===== config.mk =====
export PLATFORM = sky130hd
export DESIGN_NAME = instr_fetch
export DESIGN_NICKNAME = d
export VERILOG_FILES = /design/src/rtl/riscv_pkg.sv /design/src/rtl/fetch_fifo.sv /design/src/rtl/instr_fetch.sv
export SDC_FILE = /design/constraint.sdc
export NUM_CORES = 1
export LEC_CHECK = 0
export CORE_MARGIN = 4
export CORE_UTILIZATION = 45
export CTS_CLUSTER_SIZE = 28
export DETAILED_ROUTE_END_ITERATION = 10
export PLACE_DENSITY = 0.82
export SLEW_MARGIN = 20
export SYNTH_ARGS = -nofsm -noshare
export SYNTH_HDL_FRONTEND = slang
export SYNTH_SLANG_ARGS = --single-unit

===== constraint.sdc =====
create_clock -name clk_i -period 9 [get_ports clk_i]
set_input_delay 1.8 -clock clk_i [delete_from_list [all_inputs] [get_ports clk_i]]
set_output_delay 1.8 -clock clk_i [all_outputs]
set_load 0.005 [all_outputs]

===== src/rtl/riscv_pkg.sv =====
// Types and constants shared across the instruction fetch / decode path.
package riscv_pkg;

  localparam int unsigned XLEN = 32;

  localparam logic [6:0] OPCODE_R   = 7'b0110011;
  localparam logic [6:0] OPCODE_I   = 7'b0010011;
  localparam logic [6:0] OPCODE_LW  = 7'b0000011;
  localparam logic [6:0] OPCODE_SW  = 7'b0100011;
  localparam logic [6:0] OPCODE_BEQ = 7'b1100011;

  localparam logic [XLEN-1:0] NOP = 32'h0000_0013;

  typedef struct packed {
    logic [XLEN-1:0] instr;
    logic [XLEN-1:0] pc;
  } fetch_entry_t;

endpackage


===== src/rtl/fetch_fifo.sv =====
// Small synchronous FIFO of fetched {instr, pc} entries with flush.
module fetch_fifo
  import riscv_pkg::*;
#(
  parameter int unsigned DEPTH = 2,
  localparam int unsigned AW = $clog2(DEPTH),
  localparam int unsigned CW = AW + 1
) (
  input  logic         clk,
  input  logic         rst_n,
  input  logic         push,
  input  fetch_entry_t wdata,
  input  logic         pop,
  input  logic         flush,
  output fetch_entry_t rdata,
  output logic         full,
  output logic         empty,
  output logic [CW-1:0] count
);

  fetch_entry_t   mem_r [DEPTH];
  logic [AW-1:0]  wr_ptr_r;
  logic [AW-1:0]  rd_ptr_r;
  logic [CW-1:0]  count_r;
  logic           do_push_s;
  logic           do_pop_s;

  // Gate push/pop on occupancy; a push into a full FIFO is accepted only alongside a pop.
  always_comb begin
    empty     = (count_r == CW'(0));
    full      = (count_r == CW'(DEPTH));
    count     = count_r;
    rdata     = mem_r[rd_ptr_r];
    do_pop_s  = pop & ~empty;
    do_push_s = push & (~full | do_pop_s);
  end

  // Entry storage; contents need no reset since occupancy qualifies them.
  always_ff @(posedge clk) begin
    if (do_push_s && !flush) begin
      mem_r[wr_ptr_r] <= wdata;
    end
  end

  // Pointers and occupancy; flush outranks push and pop.
  always_ff @(posedge clk) begin
    if (!rst_n) begin
      wr_ptr_r <= AW'(0);
      rd_ptr_r <= AW'(0);
      count_r  <= CW'(0);
    end else if (flush) begin
      wr_ptr_r <= AW'(0);
      rd_ptr_r <= AW'(0);
      count_r  <= CW'(0);
    end else begin
      if (do_push_s) begin
        wr_ptr_r <= wr_ptr_r + AW'(1);
      end
      if (do_pop_s) begin
        rd_ptr_r <= rd_ptr_r + AW'(1);
      end
      count_r <= count_r + CW'(do_push_s) - CW'(do_pop_s);
    end
  end

endmodule


===== src/rtl/instr_fetch.sv =====
// Instruction fetch: credit-limited sequential reads into a small buffer,
// valid/ready delivery to decode, and redirect with stale-response discard.
module instr_fetch #(
  parameter int unsigned      XLEN       = riscv_pkg::XLEN,
  parameter logic [XLEN-1:0]  RESET_PC   = 32'h0000_0000,
  parameter int unsigned      FIFO_DEPTH = 2
) (
  input  logic            clk_i,
  input  logic            rst_ni,
  output logic            imem_req_o,
  output logic [XLEN-1:0] imem_addr_o,
  input  logic            imem_gnt_i,
  input  logic            imem_rvalid_i,
  input  logic [XLEN-1:0] imem_rdata_i,
  output logic            instr_valid_o,
  input  logic            instr_ready_i,
  output logic [XLEN-1:0] instr_o,
  output logic [XLEN-1:0] instr_pc_o,
  output logic [6:0]      opcode_o,
  input  logic            redirect_i,
  input  logic [XLEN-1:0] redirect_pc_i
);
  import riscv_pkg::*;

  localparam int unsigned CW = $clog2(FIFO_DEPTH) + 1;
  localparam logic [CW:0] DEPTH_C = (CW+1)'(FIFO_DEPTH);

  fetch_entry_t    head_s;
  fetch_entry_t    wentry_s;
  logic            fifo_full_s;
  logic            fifo_empty_s;
  logic [CW-1:0]   fifo_count_s;

  logic [XLEN-1:0] fetch_pc_r;
  logic [XLEN-1:0] rsp_pc_r;
  logic [XLEN-1:0] last_pc_r;
  logic [XLEN-1:0] redirect_pc_s;
  logic [CW-1:0]   outstanding_r;
  logic [CW-1:0]   discard_r;
  logic [CW-1:0]   outstanding_n_s;
  logic [CW-1:0]   discard_n_s;
  logic [CW-1:0]   count_n_s;
  logic [CW:0]     credit_s;
  logic            req_r;
  logic            req_n_s;
  logic            grant_s;
  logic            push_s;
  logic            pop_s;
  logic            discard_hit_s;

  // Next-state counters; the request for next cycle is derived from them so it stays registered.
  always_comb begin
    redirect_pc_s  = redirect_pc_i & ~(XLEN'(3));
    grant_s        = req_r & imem_gnt_i;
    discard_hit_s  = imem_rvalid_i & (discard_r != CW'(0));
    pop_s          = ~fifo_empty_s & instr_ready_i & ~redirect_i;
    push_s         = imem_rvalid_i & ~redirect_i & (discard_r == CW'(0)) & (~fifo_full_s | pop_s);
    wentry_s.instr = imem_rdata_i;
    wentry_s.pc    = rsp_pc_r;
    if (redirect_i) begin
      count_n_s       = CW'(0);
      outstanding_n_s = CW'(0);
      discard_n_s     = discard_r + outstanding_r + CW'(grant_s) - CW'(imem_rvalid_i);
    end else begin
      count_n_s       = fifo_count_s + CW'(push_s) - CW'(pop_s);
      outstanding_n_s = outstanding_r + CW'(grant_s) - CW'(push_s);
      discard_n_s     = discard_r - CW'(discard_hit_s);
    end
    credit_s = {1'b0, count_n_s} + {1'b0, outstanding_n_s} + {1'b0, discard_n_s};
    req_n_s  = (credit_s < DEPTH_C);
  end

  // Fetch/response PCs, read bookkeeping and the last presented PC.
  always_ff @(posedge clk_i) begin
    if (!rst_ni) begin
      req_r         <= 1'b0;
      fetch_pc_r    <= RESET_PC;
      rsp_pc_r      <= RESET_PC;
      last_pc_r     <= XLEN'(0);
      outstanding_r <= CW'(0);
      discard_r     <= CW'(0);
    end else begin
      req_r         <= req_n_s;
      outstanding_r <= outstanding_n_s;
      discard_r     <= discard_n_s;
      if (!fifo_empty_s) begin
        last_pc_r <= head_s.pc;
      end
      if (redirect_i) begin
        fetch_pc_r <= redirect_pc_s;
        rsp_pc_r   <= redirect_pc_s;
      end else begin
        if (grant_s) begin
          fetch_pc_r <= fetch_pc_r + XLEN'(4);
        end
        if (push_s) begin
          rsp_pc_r <= rsp_pc_r + XLEN'(4);
        end
      end
    end
  end

  fetch_fifo #(
    .DEPTH (FIFO_DEPTH)
  ) u_fifo (
    .clk   (clk_i),
    .rst_n (rst_ni),
    .push  (push_s),
    .wdata (wentry_s),
    .pop   (pop_s),
    .flush (redirect_i),
    .rdata (head_s),
    .full  (fifo_full_s),
    .empty (fifo_empty_s),
    .count (fifo_count_s)
  );

  // Outputs come straight from registered state; an empty buffer shows a NOP.
  always_comb begin
    imem_req_o    = req_r;
    imem_addr_o   = fetch_pc_r;
    instr_valid_o = ~fifo_empty_s;
    if (fifo_empty_s) begin
      instr_o    = NOP;
      instr_pc_o = last_pc_r;
    end else begin
      instr_o    = head_s.instr;
      instr_pc_o = head_s.pc;
    end
    opcode_o = instr_o[6:0];
  end

endmodule


## Yosys cells after proc, flatten, opt, wreduce, memory -nomap -nowiden

Memory sizes are Yosys's and may differ from the RTL's. A register that Yosys moved wholly into a read port is not among the register bits.
Index checks and enable logic that the tools add are counted.
Widths: inputs -> output; s select.

| storage, ports and cells | value |
|---|---|
| output and inout port bits | 105 |
| bits in writable memories | 128 |
| word-level logic and storage cells | 66 |
| bits in latches | 0 |
| input port bits | 70 |
| memories kept | 1 |
| bits in read-only memories | 0 |
| register bits after elaboration | 105 |

| cells by class | value |
|---|---|
| multiplexer cells | 13 |
| $add $sub $neg | 16 |
| divide/modulo/power cells | 0 |
| bitwise logic cells | 15 |
| multiply operators | 0 |
| equal/unequal tests | 1 |
| shift operators | 0 |
| reduce and logical (&&, ||, !) cells | 8 |
| $lt $le $gt $ge | 1 |

Memory list:

| memory | words | width | read ports | clocked after Yosys merged registers in | wr ports | line | text |
|---|---|---|---|---|---|---|---|
| u_fifo.mem_r | 2 | 64 | 1 | 1 | 1 | fetch_fifo.sv:21 | `fetch_entry_t mem_r [DEPTH];` |

Operators with widths:

| operator | number |
|---|---|
| $mux 32 | 6 |
| $add 32x3->32 const B | 2 |
| $sub 2x1->2 | 5 |
| $and 1x1->1 | 9 |
| $add 2x1->2 | 4 |
| $mux 2 | 3 |
| $reduce_bool 2->1 | 3 |
| $logic_not 2->1 | 2 |
| $mux 1 | 4 |
| $not 1->1 | 4 |
| $add 2x2->3 | 1 |
| $add 3x2->3 | 1 |
| $lt 3x2->1 const B | 1 |
| $add 1x1->1 const B | 2 |
| $add 2x2->2 | 1 |
| $eq 2x2->1 const B | 1 |
| $or 1x1->1 | 2 |
| $reduce_or 2->1 | 1 |
| $logic_and 1x1->1 | 1 |
| $logic_not 1->1 | 1 |

## Logic depth before layout (Yosys ltp)

| logic depth | value |
|---|---|
| word-level depth | 12 |
| gate-level depth with buffers | 16 |
| gate-level depth less buffers | 15 |

## By module

A second synthesis with hierarchy kept.

| unflattened totals | value |
|---|---|
| cells, all modules | 840 |
| area total of the unflattened synthesis | 10089.7 sq um |

Modules (own cells, without submodules):

| module | cells an instance | sequential area each (sq um) | instances | area each (sq um) |
|---|---|---|---|---|
| instr_fetch | 609 | 1941.9 | 1 | 5232.5 |
| fetch_fifo | 231 | 3943.8 | 1 | 4857.2 |

## Worst setup path after synthesis

No wires, ideal clock.

| timing path | value |
|---|---|
| kind | input port to flip-flop |
| start | input imem_rvalid_i |
| end | memory u_fifo.mem_r[0][10] (netlist bit), enable pin |
| slack | 3.552 ns |
| library setup time | 0.482 ns |
| buffers on the path | 0 |
| data arrival time | 4.965 ns |
| required time | 8.518 ns |
| stages on the path | 3 |
| cell sequence | nor3b_2 > nand3_1 > nor2_1 |

| between the ends | value |
|---|---|
| cells in the longest elaborated chain, start to end | 7 |

Ends and longest elaborated chain:

| item | line | text |
|---|---|---|
| start, declared | instr_fetch.sv:13 | `input logic imem_rvalid_i,` |
| $and 1x1->1 (3 in series) | instr_fetch.sv:57 | `push_s = imem_rvalid_i & ~redirect_i & (discard_r == CW'(0)) & (~fifo_full_s \| pop_s);` |
| $and 1x1->1 | fetch_fifo.sv:35 | `do_push_s = push & (~full \| do_pop_s);` |
| $logic_and 1x1->1 | fetch_fifo.sv:40 | `if (do_push_s && !flush) begin` |
| $mux 1 | fetch_fifo.sv:40 |  |
| $mux 1 (not written as such) | fetch_fifo.sv:41 | `mem_r[wr_ptr_r] <= wdata;` |
| end, declared | fetch_fifo.sv:21 |  |

No other way between the ends.

## Worst setup path after layout

| timing path | value |
|---|---|
| start | input imem_rvalid_i |
| end | register req_r, in the netlist imem_req_o |

| between the ends | value |
|---|---|
| cells in the longest elaborated chain, start to end | 9 |
| elaborated cells between the ends (all ways) | 15 |
| those cells by class | add/sub: 7; order compare: 1; mux: 3; bitwise: 4 |

Ends and longest elaborated chain:

| item | line | text |
|---|---|---|
| $and 1x1->1 (3 in series) | instr_fetch.sv:57 |  |
| $add 2x1->2 | instr_fetch.sv:65 | `count_n_s = fifo_count_s + CW'(push_s) - CW'(pop_s);` |
| $sub 2x1->2 | instr_fetch.sv:65 |  |
| $mux 2 | instr_fetch.sv:60 | `if (redirect_i) begin` |
| $add 2x2->3 | instr_fetch.sv:69 | `credit_s = {1'b0, count_n_s} + {1'b0, outstanding_n_s} + {1'b0, discard_n_s};` |
| $add 3x2->3 (*) | instr_fetch.sv:69 |  |
| $lt 3x2->1 (*) | instr_fetch.sv:70 | `req_n_s = (credit_s < DEPTH_C);` |
| end signal, assigned | instr_fetch.sv:83 | `req_r <= req_n_s;` |
| end, declared | instr_fetch.sv:44 | `logic req_r;` |

Mark *: on every way between the ends. The rest lies on a longest branch, timed or not.
A chain may end at the register's enable or synchronous reset.

==> out/results.txt <==
Synth top area share: 39.4%
vias in the first global route: 6502
Sw Share: 23.3%
worst slew pin tran: 1.09 ns
first-pass GRT wire length: 33.6 mm
CTS hold repair buffers: 0
Initial DRT Pass Iterations: 9
clk slew on worst S/H paths: 0.06 ns
DRC: 0
combinational family with the most area after synthesis: simple AND/OR/NAND/NOR gates
Final Cycle Share: 53.6%
chip width: 153 um
RSZ-0062 raised after global routing: no
# port buffers: 170
CTS H-tree depth: 1
outcome: finished, final reports clean
sw power: 0.609 mW
Leak: 4.04 nW
syn avg cell area: 11.6 um^2
Setup TNS Final: 0 ns
Logic pwr share: 12.9%
worst vdd ir: 0.159 mV
Starting Density: 46.3%
Final Hold Vio Count: 0
pin count of the biggest net entering global routing: 96
worst relative slew slack: 27.5%
Flop pwr share: 47.2%
max cap viols: 0
CTS tree: done
Max Fclk: 0.207 GHz
CP required: 9.43 ns
antenna viol nets, final: 0
Routed WL: 21.4 mm
Synth area leaders: edfxtp_1, dfxtp_1, mux2i_1, xnor2_1, o21ai_0
Layout area overhead: 28.8%
Num CTS Buffers: 24
worst clock skew: 0.0151 ns
sequential fraction of the synthesis area: 61.0%
Synth Cell Area: 9450 um^2
Final #Nets: 1049
core area: 20400 um^2
Routability Congestion: 0.870
kind of start point of the critical path: input port
Pwr per Cell Area: 214 nW/um^2
fin crit period: 4.82 ns
mux cell area share after synthesis: 6.88%
Hold Slack: 0.477 ns
Int Power: 2.00 mW
I/O Pins: 175
clock tree buffer depth: 3
Crit Path Class: in -> reg
post-synthesis compound-gate area fraction: 6.94%
Synth Area in XOR/XNOR: 6.21%
vias per cell: 5.38
DP Area: 11300 um^2
Min-Delay Path Class: reg -> reg
GRT Overall Usage: 17.3%
Multi-input gate area: 3400 um^2
chip height: 153 um
CP Data Arrival Time: 5.25 ns
Synth Register Bits: 226
drt wl/cell: 17.1 um
Mapped Cells: 814
share of cells above drive strength 1: 6.10%
die area: 23400 um^2
FP Rows: 52
adder and majority gate portion of the synthesized area: 2.01%
Netlist cell types: 39
Synth area leader: edfxtp_1
Reg area: 5770 um^2
final setup vio count: 0
antenna diode count: 0
commonest non-fill, non-tap cells in the layout: clkdlybuf4s50_1, edfxtp_1, dfxtp_1
Via Count: 6739
Worst Setup End Kind: flop
Filler Cells Inserted: 1648
root buf cell: clkbuf_16
clock power share: 39.9%
Setup WS post-layout: 4.18 ns
dpl hpwl: 13.9 mm
Setup Buffers After CTS: 0
final instance area: 12200 um^2
post-cts repair resize count: 0
Synth Area in Simple Gates: 13.7%
Overflow after GRT: 0
Syn. warnings: 0
clock latency on the worst-skew pair: 0.51 ns
pre-CTS WS: 3.70 ns
commonest non-fill, non-tap cell in the layout: clkdlybuf4s50_1
Layout Utilization: 59.6%
clk sinks: 226
fin. max-slew vios: 0
largest fanout on the critical path: 7
DRT iter0 DRCs: 472
antenna violations before repair: 0
[power by group through the flow]
stage	sequential, mW	combinational [mW]	clock, mW
final	1.23	0.338	1.04
after floorplan	1.24	0.184	0
after global placement	1.25	0.332	0
after CTS	1.23	0.344	1.07
after detailed placement	1.25	0.340	0
after global routing	1.24	0.376	1.11
[through the flow]
stage	power, mW	cells
global placement	1.58	1209
CTS	2.64	1253
floorplan	1.43	815
global route	2.73	1253
finish	2.61	1253
detailed placement	1.59	1209
[path summary, 6_finish.rpt]
path | start | to | slack [ns] | depth (start not counted)
setup / recovery | imem_rvalid_i | imem_req_o | 4.18 | 14
hold / removal | last_pc_r[0] | last_pc_r[0] | 0.48 | 1
setup reg to reg | u_fifo.count[1] | imem_req_o | 5.10 | 15
hold reg to reg | last_pc_r[0] | last_pc_r[0] | 0.48 | 1
[critical path, cell delays in order]
cell,delay [ns]
clkdlybuf4s50_1,0.50
nor3b_2,0.46
nand3_1,0.34
inv_1,0.18
ha_1,0.24
inv_1,0.05
ha_1,0.14
xnor2_1,0.13
and2_0,0.14
o21ai_0,0.15
fa_1,0.61
inv_1,0.05
ha_1,0.28
nor3_1,0.17
[cells in the mapped netlist]
cell      instances
and2_1           37
nor2b_1           1
buf_1             6
a32o_1            1
or3b_1            1
nor4_2            5
fa_1              2
xnor2_1          52
buf_4             9
or4_4             1
nand4_1          15
nor4_4            1
ha_1             12
dfxtp_1         102
nand2_1          63
o21ai_0          63
inv_1            19
nor4b_1           1
nand4_2           2
xor2_1           15
or2_0             1
a21oi_1          61
clkbuf_1         33
conb_1            1
nor3_1           17
nor3b_2           1
o21a_1            1
buf_2             2
and4_1            8
nand3_1          17
nor4_1           14
and2_0            1
o32ai_1           1
nor2_1           49
and3_1            8
buf_6             1
a31o_2            1
mux2i_1          65
edfxtp_1        124
[per-layer routing]
metal | vias to the layer above | part of all wire (%) | track usage, %
met4 | 0 | 2.7 | 4.71
met2 | 327 | 44 | 26.8
li1 | 3194 | - | -
met3 | 45 | 8.1 | 3.79
met1 | 3173 | 45 | 24.8
met5 | - | 0 | 0
[cell type report]
class	instances	share of cell area, %
flip-flops and latches	226	47.4
multi-input cells	519	27.9
repair buffers	175	14.3
clock buffers	32	5.68
well taps	270	2.77
clock inverters	12	1.40
inverters	19	0.586
[registers in the layout (all words and copies together), names as in the netlist, named ones only]
register         cells
outstanding_r        2
u_fifo.mem_r       124
u_fifo.count         2
imem_req_o           1
u_fifo.wr_ptr_r      1
rsp_pc_r            30
discard_r            2
u_fifo.rd_ptr_r      1
imem_addr_o         30
last_pc_r           32
[kinds of logic after synthesis]
| family | Yosys count |
|---|---|
| AND/OR/NAND/NOR | 243 |
| flip-flops | 226 |
| AO/OA/AOI/OAI | 128 |
| buffers and inverters | 70 |
| XOR/XNOR | 67 |
| multiplexers | 65 |
| adder cells (fa/ha/maj) | 14 |
| other | 1 |
No activity file was read; power rests on OpenSTA's default activity.
